**config.mk**
```make
export PLATFORM = sky130hd
export DESIGN_NAME = pipelined_adder
export DESIGN_NICKNAME = d
export VERILOG_FILES = /design/src/rtl/adder_pkg.sv /design/src/rtl/pipelined_adder_fa_cell.sv /design/src/rtl/pipelined_adder.sv
export SDC_FILE = /design/constraint.sdc
export NUM_CORES = 1
export LEC_CHECK = 0
export ABC_AREA = 1
export CAP_MARGIN = 10
export CORE_AREA = 2 2 102 104
export DETAILED_ROUTE_END_ITERATION = 7
export DIE_AREA = 0 0 104 106
export PLACE_DENSITY = 0.66
export SETUP_SLACK_MARGIN = 0.2
export SYNTH_ARGS = -nofsm -noshare
export SYNTH_HDL_FRONTEND = slang
export SYNTH_SLANG_ARGS = --single-unit
```
**constraint.sdc**
```tcl
create_clock -name clk -period 3.88 [get_ports clk]
set_clock_uncertainty 0.1 [all_clocks]
set_input_delay 0.776 -clock clk [delete_from_list [all_inputs] [get_ports clk]]
set_output_delay 0.776 -clock clk [all_outputs]
set_load 0.03 [all_outputs]
```
**src/rtl/adder_pkg.sv**
```systemverilog
// Shared constants and helpers for the pipelined adder.
// Holds default WIDTH/STAGES, the per-stage segment width and a legality
// check used by the top at elaboration.
package adder_pkg;

  localparam int DEF_WIDTH  = 16;
  localparam int DEF_STAGES = 4;

  // Bits handled by each pipeline segment.
  function automatic int seg_width(input int width, input int stages);
    return width / stages;
  endfunction

  // Stage count must divide the width evenly and lie in 1..width.
  function automatic bit cfg_ok(input int width, input int stages);
    return (stages >= 1) && (stages <= width) && ((width % stages) == 0);
  endfunction

endpackage

```
**src/rtl/pipelined_adder_fa_cell.sv**
```systemverilog
// One-bit combinational full adder used to build each segment's ripple chain.
// Ports: x, y operand bits; ci carry in; s sum bit; co carry out.
// Kept as its own cell so segment chains map onto dedicated carry logic.
module fa_cell (
  input  logic x,
  input  logic y,
  input  logic ci,
  output logic s,
  output logic co
);

  assign s  = x ^ y ^ ci;
  assign co = (x & y) | (ci & (x ^ y));

endmodule

```
**src/rtl/pipelined_adder.sv**
```systemverilog
// Pipelined ripple-carry adder: sum = a + b + cin split into STAGES segments.
// Ports: clk/rst (async active-high); in_valid/in_ready + a, b, cin operands;
//   out_valid/out_ready + sum, cout, ovf result. Latency STAGES cycles.
// Optional ADDSUB_MODE_EN adds input sub: computes a + ~b + 1 when sub=1.
module pipelined_adder
  import adder_pkg::*;
#(
  parameter int WIDTH  = DEF_WIDTH,
  parameter int STAGES = DEF_STAGES
) (
  input  logic             clk,
  input  logic             rst,
  input  logic             in_valid,
  output logic             in_ready,
  input  logic [WIDTH-1:0] a,
  input  logic [WIDTH-1:0] b,
  input  logic             cin,
`ifdef ADDSUB_MODE_EN
  input  logic             sub,
`endif
  output logic             out_valid,
  input  logic             out_ready,
  output logic [WIDTH-1:0] sum,
  output logic             cout,
  output logic             ovf
);

  localparam int SEG = seg_width(WIDTH, STAGES);

  if (!cfg_ok(WIDTH, STAGES)) begin : g_cfg_err
    $error("pipelined_adder: WIDTH must be a multiple of STAGES, STAGES in 1..WIDTH");
  end

  // Whole pipe moves together; a stalled output freezes every stage.
  logic adv;
  assign adv      = !out_valid || out_ready;
  assign in_ready = adv;

  // Stage-0 operands. Subtract inverts B before it is skewed, so sub never
  // needs to travel down the pipe.
  logic [WIDTH-1:0] b_eff;
  logic             cin_eff;
`ifdef ADDSUB_MODE_EN
  assign b_eff   = sub ? ~b : b;
  assign cin_eff = sub ? 1'b1 : cin;
`else
  assign b_eff   = b;
  assign cin_eff = cin;
`endif

  // Stage k adds bits [k*SEG +: SEG]. Operand registers carry only the bits
  // still to be added (upper skew); sum registers carry only the bits already
  // produced (lower skew), so sum emerges aligned at the last stage.
  for (genvar k = 0; k < STAGES; k++) begin : g_stage
    localparam int OPW = WIDTH - k * SEG;
    localparam int LOW = (k + 1) * SEG;

    logic [OPW-1:0] x_w;
    logic [OPW-1:0] y_w;
    logic           ci_w;
    logic           v_w;
    logic [SEG:0]   ch;
    logic [SEG-1:0] seg_s;
    logic [LOW-1:0] s_nxt;

    logic           v_r;
    logic           c_r;
    logic [LOW-1:0] s_r;

    if (k == 0) begin : g_in
      assign x_w   = a;
      assign y_w   = b_eff;
      assign ci_w  = cin_eff;
      assign v_w   = in_valid;
      assign s_nxt = seg_s;
    end else begin : g_chain
      assign x_w   = g_stage[k-1].g_fwd.x_r;
      assign y_w   = g_stage[k-1].g_fwd.y_r;
      assign ci_w  = g_stage[k-1].c_r;
      assign v_w   = g_stage[k-1].v_r;
      assign s_nxt = {seg_s, g_stage[k-1].s_r};
    end

    assign ch[0] = ci_w;
    for (genvar i = 0; i < SEG; i++) begin : g_bit
      fa_cell u_fa (
        .x  (x_w[i]),
        .y  (y_w[i]),
        .ci (ch[i]),
        .s  (seg_s[i]),
        .co (ch[i+1])
      );
    end

    always_ff @(posedge clk or posedge rst) begin
      if (rst) begin
        v_r <= 1'b0;
        c_r <= 1'b0;
        s_r <= '0;
      end else if (adv) begin
        v_r <= v_w;
        c_r <= ch[SEG];
        s_r <= s_nxt;
      end
    end

    if (k < STAGES - 1) begin : g_fwd
      logic [OPW-SEG-1:0] x_r;
      logic [OPW-SEG-1:0] y_r;
      always_ff @(posedge clk or posedge rst) begin
        if (rst) begin
          x_r <= '0;
          y_r <= '0;
        end else if (adv) begin
          x_r <= x_w[OPW-1:SEG];
          y_r <= y_w[OPW-1:SEG];
        end
      end
    end else begin : g_msb
      // Carry into bit WIDTH-1, kept beside cout for the overflow rule.
      logic cm_r;
      always_ff @(posedge clk or posedge rst) begin
        if (rst) begin
          cm_r <= 1'b0;
        end else if (adv) begin
          cm_r <= ch[SEG-1];
        end
      end
    end
  end

  assign out_valid = g_stage[STAGES-1].v_r;
  assign sum       = g_stage[STAGES-1].s_r;
  assign cout      = g_stage[STAGES-1].c_r;
  assign ovf       = g_stage[STAGES-1].c_r ^ g_stage[STAGES-1].g_msb.cm_r;

endmodule

```
==> impl_results.md, run 1 <==
- Sequential power share: 43.9%
- NetSw: 0.001545 W
- Cell internal pwr: 0.002435 W
- Hold Path Origin: g_stage[1].s_r[1]
- Synth Area in XOR/XNOR: 0.2017%
- Drt pass-1 iters: 6
- Finished Layout Cells: 659
- Synth warnings: 0
- Yosys reg bits: 97
- Number of diodes: 0
- Post-synthesis adder-cell area fraction: 7.375%
- Setup violations, final: 0
- Simple-Gate Fraction of Synth Area: 28.00%
- Power Total: 0.003980 W
- All-layer global routing usage: 15.72%
- Effective utilization at floorplan: a little over two fifths
- Clk sinks: 97
- Sequential-to-total area share from yosys stat: 55.89%
- Grt ovf: 0
- Die span in x: between 100 and 150 microns
- Hold path depth: 2
- Rel. slew slack: 38.41%
- Final Critical Period: 2928 ps
- Commonest non-fill, non-tap cell in the layout: nand2_1
- Hold_buf cts: 0
- Clk slew on worst S/H paths: 90 ps
- Syn_nets: 531
- Largest family of logic cells by synthesized area: simple AND/OR/NAND/NOR gates
- Vias: 3071
- F_max: 0.3415 GHz
- Capturing point of the worst reg2reg path: sum[15]
- Routed len/inst: 11.94 microns
- Hold path endpoint: g_stage[2].s_r[1]
- Post-route ant nets: 0
- Cells on worst reg2reg path: 10
- Post-CTS Setup Bufs: 0
- Clock share of power: between 10% and 20%
- Part of the cycle the worst path needs: about three quarters
- Syn Inst Count: 478
- Yosys cell types: 13
- Largest net degree at the start of global routing: 98
- Die ar.: 11020 sq um
- CTS max path bufs: 2
- HP Class: reg -> reg
- Clk Latency, worst-skew pair: 360 ps
- Initial antenna violation count: 0
- Cell total after placement: 643
- Worst setup path category: in -> out
- Flop-to-flop setup slack: 1430 ps
- Power Density: between 700 and 800 nW/um^2
- Netlist Area Pre-Place: 4343 sq um
- Max capacitance violation total: 0
- Resized cells post-CTS: 0
- Comb power frac: 37.7%
- # IOs: 57
- Compound-Gate Fraction of Synth Area: 0%
- Worst-Margin Slew: 923.8 ps
- Worst-path fanout max: 2
- Layout cell share with drive strength beyond 1: 4.589%
- I/O Buffers: 56
- Static Leak: 2.698 nW
- Hold Fails Final Rpt: 0
- Fill count: 968
- Nets: 571
- Vias in the first global route: 3134
- Sw Share: 38.81%
- Final slew viol count: 0
- Clock Tree Root: clkbuf_8
- Area contributors post-synth: dfrtp_1 56%, nand2_1 17%, nand3_1 11%
- Setup crit end kind: output port
- Routability cong.: 0.7487
- Synth Area per Inst: 9.086 sq um
- Max VDD drop: about 0.37 mV
- Placement Rows: 37
- Post-synth top area share: 55.89%
- Drt drc: 0
- Vias per inst: approximately 4.7
- Largest area contributor in the netlist: dfrtp_1
- First-pass GRT wire length: 14120 microns
- Core area: 10000 sq um
- Post-route cell area: 5142 sq um
- Multiplexer share of the synthesized area: 0%
- Hpwl dp: 4764 microns
- RSZ-0062 raised after global routing: false
- DR iter-0 viols: roughly 160
- Critical path data arrival time: 2050 ps
- Crit path required time: 3000 ps
- CTS Buf Count: 9
- H-tree levels: 3
- Routed WL: 7871 microns
- Setup TNS: 0 ps
- R2r startpoint: g_stage[2].c_r
- CTS tree: done
- Critical path launch point type: input pin
- Area Overhead vs Synth: 18.41%
- Outcome: completed
- Most frequent cells in the layout: 193 x nand2_1, 96 x nand3_1, 96 x dfrtp_1
- Placed cell area: 4913 sq um
- Die height: 106 microns
==> how the worst max path moves through the flow <==
stage                     slack, ps      start                 to
after detailed placement        810       a[0]  g_stage[0].s_r[3]
after global routing            920  out_ready           in_ready
after floorplan                 470        rst               cout
final                           950  out_ready           in_ready
after CTS                       930  out_ready           in_ready
after global placement          870       a[0]  g_stage[0].s_r[3]
==> metal layers <==
metal / global-route usage (%) / vias to the layer above / share of wire [%] / wire length [microns]
met4: 5.502 / 0 / 1.5 / 121
met5: 0 / - / 0 / 0
met3: 3.985 / 11 / 4.1 / 320
met2: 26.03 / 56 / 47 / 3711
met1: 20.22 / 1454 / 47 / 3717
li1: - / 1550 / - / -
==> cells by family (layout without fill, tap and decap cells) <==
kind of cell | Yosys count | count (layout)
XOR/XNOR | 1 | 1
adder cells (fa/ha/maj) | 16 | 16
buffers and inverters | 74 | 119
flip-flops | 97 | 97
AND/OR/NAND/NOR | 290 | 290
==> registers in the layout (all words and copies together), names as in the netlist <==
name,flops
g_stage.g_fwd.y_r,24
g_stage.g_fwd.x_r,24
g_stage.s_r,24
g_stage.v_r,3
sum,16
g_stage.c_r,3
out_valid,1
g_stage.g_msb.cm_r,1
cout,1
==> power by group through the flow <==
stage	logic [W]	clock network (W)	registers, W
2_1_floorplan	0.00103	0	0.00183
3_3_place_gp	0.00149	0	0.00176
3_5_place_dp	0.00152	0	0.00177
4_1_cts	0.00153	0.000748	0.00176
5_1_grt	0.00174	0.000790	0.00181
6_report	0.00150	0.000731	0.00175
==> cells in the mapped netlist, drive strengths merged <==
master    n
buf      28
xor2      1
dfrtp    97
fa       16
inv      43
nand2   194
clkbuf    3
nand3    96
==> layout make-up <==
| cell class | instances | area [sq um] | share of cell area (%) |
|---|---|---|---|
| Timing Repair Buffer | 60 | 603.1 | 11.73 |
| Sequential cell | 97 | 2431 | 47.27 |
| Clock buffer | 11 | 151.4 | 2.944 |
| Clock inverter | 5 | 77.57 | 1.509 |
| Multi-Input combinational cell | 307 | 1545 | 30.05 |
| Tap cell | 136 | 170.2 | 3.309 |
| Inverter | 43 | 163.9 | 3.187 |
==> through the flow <==
| step | setup WS, ps | hold slack [ps] | util, % |
|---|---|---|---|
| after floorplan | 470.3 | 335.2 | - |
| after global placement | 869.4 | 347.2 | 49.14 |
| after detailed placement | 810.0 | 351.2 | 49.14 |
| after CTS | 932.5 | 375.0 | 51.43 |
| after global routing | 922.0 | 399.0 | 51.43 |
| final | 952.0 | 370.7 | 51.43 |
==> worst max-delay path: stages <==
cell and delay, ps:
clkdlybuf4s50_1 470, inv_2 60, nand2_4 60, clkdlybuf4s50_1 670
(Power assumes the default switching activity.)
==> run 2, diff against run 1 <==
--- a/config.mk
+++ b/config.mk
@@ -10,7 +10,7 @@
 export CORE_AREA = 2 2 102 104
 export DETAILED_ROUTE_END_ITERATION = 7
 export DIE_AREA = 0 0 104 106
-export PLACE_DENSITY = 0.66
+export PLACE_DENSITY = 0.68
 export SETUP_SLACK_MARGIN = 0.2
 export SYNTH_ARGS = -nofsm -noshare
 export SYNTH_HDL_FRONTEND = slang
==> constraint.sdc (replaced) <==
create_clock -name clk -period 2.6 [get_ports clk]
set_clock_uncertainty 0.1 [all_clocks]
set_input_delay 0.52 -clock clk [delete_from_list [all_inputs] [get_ports clk]]
set_output_delay 0.52 -clock clk [all_outputs]
set_load 0.03 [all_outputs]
==> impl_results.md, run 2 (synthesis gave the netlist of run 1 again) <==
- Worst Path Buf+Inv: 4
- CTS max path bufs: 2
- H-tree levels: 3
- Worst path top cell family by delay: adder cells
- Clk Latency, worst-skew pair: around 360 ps
- Finished Layout Cells: 663
- Placement Rows: 37
- CTS tree: done
- Number of diodes: 0
- Final Critical Period: 2319 ps
- DR iter-0 viols: 152
- Flop-to-flop setup slack: 280 ps
- Critical path data arrival time: 2520 ps
- Setup crit end kind: flip-flop
- Cell total after placement: 645
- Drt pass-1 iters: 4
- Routed len/inst: 12.12 microns
- Routed WL: ~8000 microns
- Setup violations, final: 0
- Worst-Margin Slew: 938.5 ps
- Placed cell area: 4942 sq um
- Post-route cell area: between 5000 and 6000 sq um
- Die ar.: 11020 sq um
- Hold Fails Final Rpt: 0
- Critical path depth: 10
- Hold path endpoint: sum[8]
- Area Overhead vs Synth: 18.35%
- HP Class: reg -> reg
- Commonest non-fill, non-tap cell in the layout: nand2_1
- Routability cong.: 0.7265
- Static Leak: 2.688 nW
- Clk sinks: 97
- Max VDD drop: 0.4292 mV
- Hold Path Origin: g_stage[2].s_r[8]
- Vias per inst: 4.718
- Worst Setup SP: g_stage[1].c_r
- Clk slew on worst S/H paths: 80 ps
- R2r startpoint: g_stage[1].c_r
- CTS Buf Count: 9
- Vias in the first global route: 3179
- Worst-path fanout max: 2
- Drt drc: 0
- Largest registers: g_stage.g_fwd.x_r: 24 flops, g_stage.g_fwd.y_r: 24 flops, g_stage.s_r: 24 flops
- Final slew viol count: 0
- All-layer global routing usage: 15.86%
- Slowest stage cell, crit path: fa_2
- Rel. slew slack: 37.43%
- Grt ovf: 0
- Vias: 3128
- Hold_buf cts: 0
- Outcome: completed
- Hold path depth: 2
- Capturing point of the worst reg2reg path: g_stage[2].s_r[11]
- Die span in x: roughly 100 microns
- Place WS: -221.8 ps
- Nets: 575
- Effective utilization at floorplan: 43.43%
- CP max stage delay: 400 ps
- Die height: 106 microns
- Largest net degree at the start of global routing: 98
- Cells on worst reg2reg path: 10
- Post-route ant nets: 0
- Hpwl dp: about 4900 microns
- Max capacitance violation total: 0
- # IOs: 57
- Layout cell share with drive strength beyond 1: under 10%
- Worst setup path category: reg -> reg
- Initial antenna violation count: 0
- Worst path cell trace: inv_1 > fa_1 > inv_1 > fa_2 > fa_2 > inv_2 > fa_1 > inv_1 > nand2_1 > nand2_1
- Core area: 10000 sq um
- Clock Tree Root: clkbuf_8
- Most frequent cells in the layout: 193 x nand2_1, 96 x nand3_1, 96 x dfrtp_1
- Part of the cycle the worst path needs: about nine tenths
- Power Density: around 1100 nW/um^2
- RSZ-0062 raised after global routing: true
- Critical path launch point type: flip-flop
- Worst path most repeated cell: inv_1
- WHS: between 300 and 400 ps
- F_max: 0.4313 GHz
- Power Total: approximately 0.0058 W
- Crit path required time: between 2000 and 3000 ps
- PnR worst setup slack: around 280 ps
- First-pass GRT wire length: around 14000 microns
- I/O Buffers: 56
-- run 2: changes by cell type in the layout (fill, tap and decap cells not counted), sizes merged --
cell,previous run,this run
clkdlybuf4s50,56,52
dlymetal6s2s,0,3
inv,43,42
clkinvlp,1,2
dlygate4sd2,0,1
clkbuf,11,13
buf,4,8
bufinv,2,0
-- run 2: power by group --
group,total [W],switching [W],internal [W],leakage [nW]
logic,0.00238,0.00145,0.000925,1.43
registers,0.00254,0.000378,0.00216,1.18
clock network,0.000838,0.000492,0.000347,0.0774
-- run 2: layout make-up --
type / instances / area [sq um]
Fill cell: 975 / 4860
Sequential cell: 97 / 2431
Multi-Input combinational cell: 307 / 1565
Timing Repair Buffer: 64 / 651.9
Tap cell: 136 / 170.2
Inverter: 43 / 165.2
Clock buffer: 13 / 138.9
Clock inverter: 3 / 17.52
-- run 2: stage by stage --
| stage | TNS, ps | utilization [%] |
|---|---|---|
| CTS | 0 | 51.05 |
| global route | 0 | 51.40 |
| finish | 0 | 51.40 |
| global placement | -155.0 | 49.42 |
| detailed placement | -262.7 | 49.42 |
| floorplan | 0 | - |
-- run 2: worst max path at each step --
stage	to	slack, ps
2_1_floorplan	g_stage[0].s_r[3]	330
3_3_place_gp	g_stage[0].s_r[3]	-160
3_5_place_dp	g_stage[0].s_r[3]	-220
4_1_cts	g_stage[2].s_r[11]	190
5_1_grt	g_stage[2].s_r[11]	130
6_report	g_stage[2].s_r[11]	280
-- run 2: metal layers --
metal / vias to the layer above / share of wire, % / GRT usage (%) / wire (microns)
met5: - / 0 / 0 / 0
met4: 0 / 2.0 / 7.432 / 159
met3: 15 / 3.1 / 3.188 / 251
met2: 51 / 47 / 26.41 / 3798
met1: 1503 / 48 / 20.02 / 3829
li1: 1559 / - / - / -
-- run 2: worst register-to-register path, stage by stage (launching register included) --
cell and delay, ps:
dfrtp_1 390, inv_1 80, fa_1 170, inv_1 60, fa_2 390, fa_2 400, inv_2 70, fa_1 380
inv_1 60, nand2_1 60, nand2_1 110
-- run 2: what timing repair did --
item | 4_1_cts | 5_1_grt
buffers inserted | 0 | 2
resized for setup | 5 | 19
endpoints found under the setup margin | 4 | 4
pin swaps | 2 | 9
hold endpoints to repair | 0 | 0
==> run 3, diff against run 2 <==
--- a/config.mk
+++ b/config.mk
@@ -7,11 +7,12 @@
 export LEC_CHECK = 0
 export ABC_AREA = 1
 export CAP_MARGIN = 10
-export CORE_AREA = 2 2 102 104
+export CORE_AREA = 2 2 100 102
 export DETAILED_ROUTE_END_ITERATION = 7
-export DIE_AREA = 0 0 104 106
-export PLACE_DENSITY = 0.68
+export DIE_AREA = 0 0 102 104
+export PLACE_DENSITY = 0.69
 export SETUP_SLACK_MARGIN = 0.2
 export SYNTH_ARGS = -nofsm -noshare
 export SYNTH_HDL_FRONTEND = slang
+export SYNTH_HIERARCHICAL = 1
 export SYNTH_SLANG_ARGS = --single-unit
==> impl_results.md, run 3 <==
- Outcome: completed
- RSZ-0062 raised after global routing: true
- Synth Area per Inst: 9.575 sq um
- Critical Path End: g_stage[0].s_r[3]
- Clk sinks: between 90 and 100
- Die ar.: around 11000 sq um
- DR iter-0 viols: about 180
- Post-synth EDFFs: 0
- Die span in x: slightly above 100 microns
- Post-route ant nets: 0
- Worst path most repeated cell: fa_2
- Routed WL: 7782 microns
- Worst Path Buf+Inv: 1
- Critical path launch point type: input pin
- Post-CTS Setup Bufs: 0
- Drt pass-1 iters: 4
- Effective utilization at floorplan: 43.92%
- CTS max path bufs: 2
- Vias: slightly below 3000
- CTS Buf Count: 9
- Critical path depth: 7
- Most common cell in the netlist: nand2_1
- Power Total: 0.005672 W
- Largest area contributor in the netlist: dfrtp_1
- Grt ovf: 0
- WHS: 371.5 ps
- All-layer global routing usage: 15.84%
- Die height: 104 microns
- HP Class: reg -> reg
- Rel. slew slack: between 30% and 40%
- Most frequent cells in the layout: 193 x nand2_1, 96 x nand3_1, 96 x dfrtp_1
- Syn Inst Count: approximately 440
- Crit path required time: ~2800 ps
- # IOs: 57
- Area contributors post-synth: dfrtp_1 58%, nand2_1 17%, nand3_1 11%
- Sequential-to-total area share from yosys stat: 57.88%
- Layout cell share with drive strength beyond 1: between 7 and 8%
- Number of diodes: 0
- Max VDD drop: 0.3664 mV
- Commonest non-fill, non-tap cell in the layout: nand2_1
- Largest registers: g_stage.g_fwd.x_r: 24 flops, g_stage.g_fwd.y_r: 24 flops, g_stage.s_r: 24 flops
- Hold Fails Final Rpt: 0
- Nets: roughly 530
- Flop-to-flop setup slack: ~290 ps
- Area Overhead vs Synth: 18.65%
- Worst-path fanout max: 1
- Capturing point of the worst reg2reg path: sum[15]
- Routability cong.: ~0.72
- Hpwl dp: around 4800 microns
- Worst path top cell family by delay: adder cells
- Yosys reg bits: between 90 and 100
- Worst-Margin Slew: 910.8 ps
- Worst path cell trace: dlygate4sd2_1 > fa_2 > fa_2 > fa_2 > fa_1 > nand2_1 > nand2_1
- CTS tree: done
- CP max stage delay: 530 ps
- Routed len/inst: 12.61 microns
- Core area: ~9500 sq um
- R2r startpoint: g_stage[2].g_fwd.y_r[0]
- Yosys cell types: 13
- I/O Buffers: between 50 and 60
- Part of the cycle the worst path needs: roughly nine tenths
- Clock Tree Root: clkbuf_8
- Max capacitance violation total: 0
- Vias in the first global route: 3004
- Netlist Area Pre-Place: 4194 sq um
- First-pass GRT wire length: 13580 microns
- Slowest stage cell, crit path: fa_1
- Cells on worst reg2reg path: 6
- H-tree levels: 3
- Worst setup path category: in -> reg
- F_max: roughly 0.42 GHz
- Placement Rows: 36
- Post-synth top area share: 57.88%
- Async SR Flop Fraction: 100.0%
- Initial antenna violation count: 0
- Drt drc: 0
- Static Leak: 2.474 nW
- Worst Setup SP: cin
- Final Critical Period: 2366 ps
- Synth warnings: 6
- Vias per inst: 4.739
- Clk slew on worst S/H paths: 100 ps
- Critical path data arrival time: 2560 ps
- Hold path depth: 2
- Commonest cells in the netlist: 193 x nand2_1, 97 x dfrtp_1, 96 x nand3_1, 16 x fa_1, 15 x buf_2
- Clk Latency, worst-skew pair: 360 ps
- Setup violations, final: 0
- Syn_nets: 491
- Ys flop type: dfrtp_1
- Power Density: between 1000 and 1500 nW/um^2
- Final slew viol count: 0
- Largest net degree at the start of global routing: 98
- Setup crit end kind: flip-flop
- Hold_buf cts: 0
-- run 3: kinds of logic (layout without fill, tap and decap cells) --
| family | count (synthesis) | in the layout | synth area share [%] |
|---|---|---|---|
| buffers and inverters | 34 | 80 | 5.280 |
| flip-flops | 97 | 97 | 57.88 |
| adder cells (fa/ha/maj) | 16 | 16 | 7.637 |
| AND/OR/NAND/NOR | 290 | 290 | 29.00 |
| XOR/XNOR | 1 | 1 | 0.2089 |
-- run 3: timing repair --
action | 4_1_cts | 5_1_grt
cloned | 0 | 0
pin swaps | 5 | 2
endpoints found under the setup margin | 7 | 5
resized for setup | 9 | 4
-- run 3: worst min-delay path by stage --
stage | start | end | slack, ps
detailed placement | g_stage[2].s_r[7] | sum[7] | 360
global route | g_stage[1].s_r[1] | g_stage[2].s_r[1] | 400
floorplan | g_stage[2].v_r | out_valid | 340
global placement | g_stage[2].v_r | out_valid | 350
CTS | g_stage[1].s_r[1] | g_stage[2].s_r[1] | 380
finish | g_stage[1].s_r[7] | g_stage[2].s_r[7] | 370
-- run 3: layer usage --
metal | global-route usage (%) | share of wire (%) | vias up
met5 | 0 | 0 | -
li1 | - | - | 1471
met3 | 2.419 | 3.2 | 8
met4 | 5.429 | 1.3 | 0
met1 | 22.62 | 49 | 1390
met2 | 24.77 | 47 | 55
-- run 3: tightest hold or removal path, stage by stage (launching register included) --
cell and delay [ps]:
dfrtp_1 350, nand2_1 50, nand2_1 40
-- run 3: final cells by class --
type / count / area, sq um
inverters: 3 / 15.01
clock buffers: 9 / 123.9
multi-input cells: 307 / 1573
clock inverters: 7 / 61.31
repair buffers: 61 / 605.6
flip-flops and latches: 97 / 2431
fillers: 880 / 4573
well taps: 133 / 166.4
-- run 3: through the flow --
| stage | instances | TNS, ps | instance area, sq um | util (%) | worst slack (ps) |
|---|---|---|---|---|---|
| after floorplan | 438 | 0 | 4203 | - | 231.9 |
| after global placement | 601 | -442.9 | 4773 | 49.99 | -263.3 |
| after detailed placement | 601 | -562.2 | 4773 | 49.99 | -319.9 |
| after CTS | 617 | 0 | 4966 | 52.00 | 196.7 |
| after global routing | 617 | 0 | 4976 | 52.11 | 183.0 |
| final | 617 | 0 | 4976 | 52.11 | 233.8 |
-- run 3: where the power goes --
group / internal, W / switching (W)
Combinational: 0.000860 / 0.00130
Clock: 0.000365 / 0.000550
Sequential: 0.00216 / 0.000435
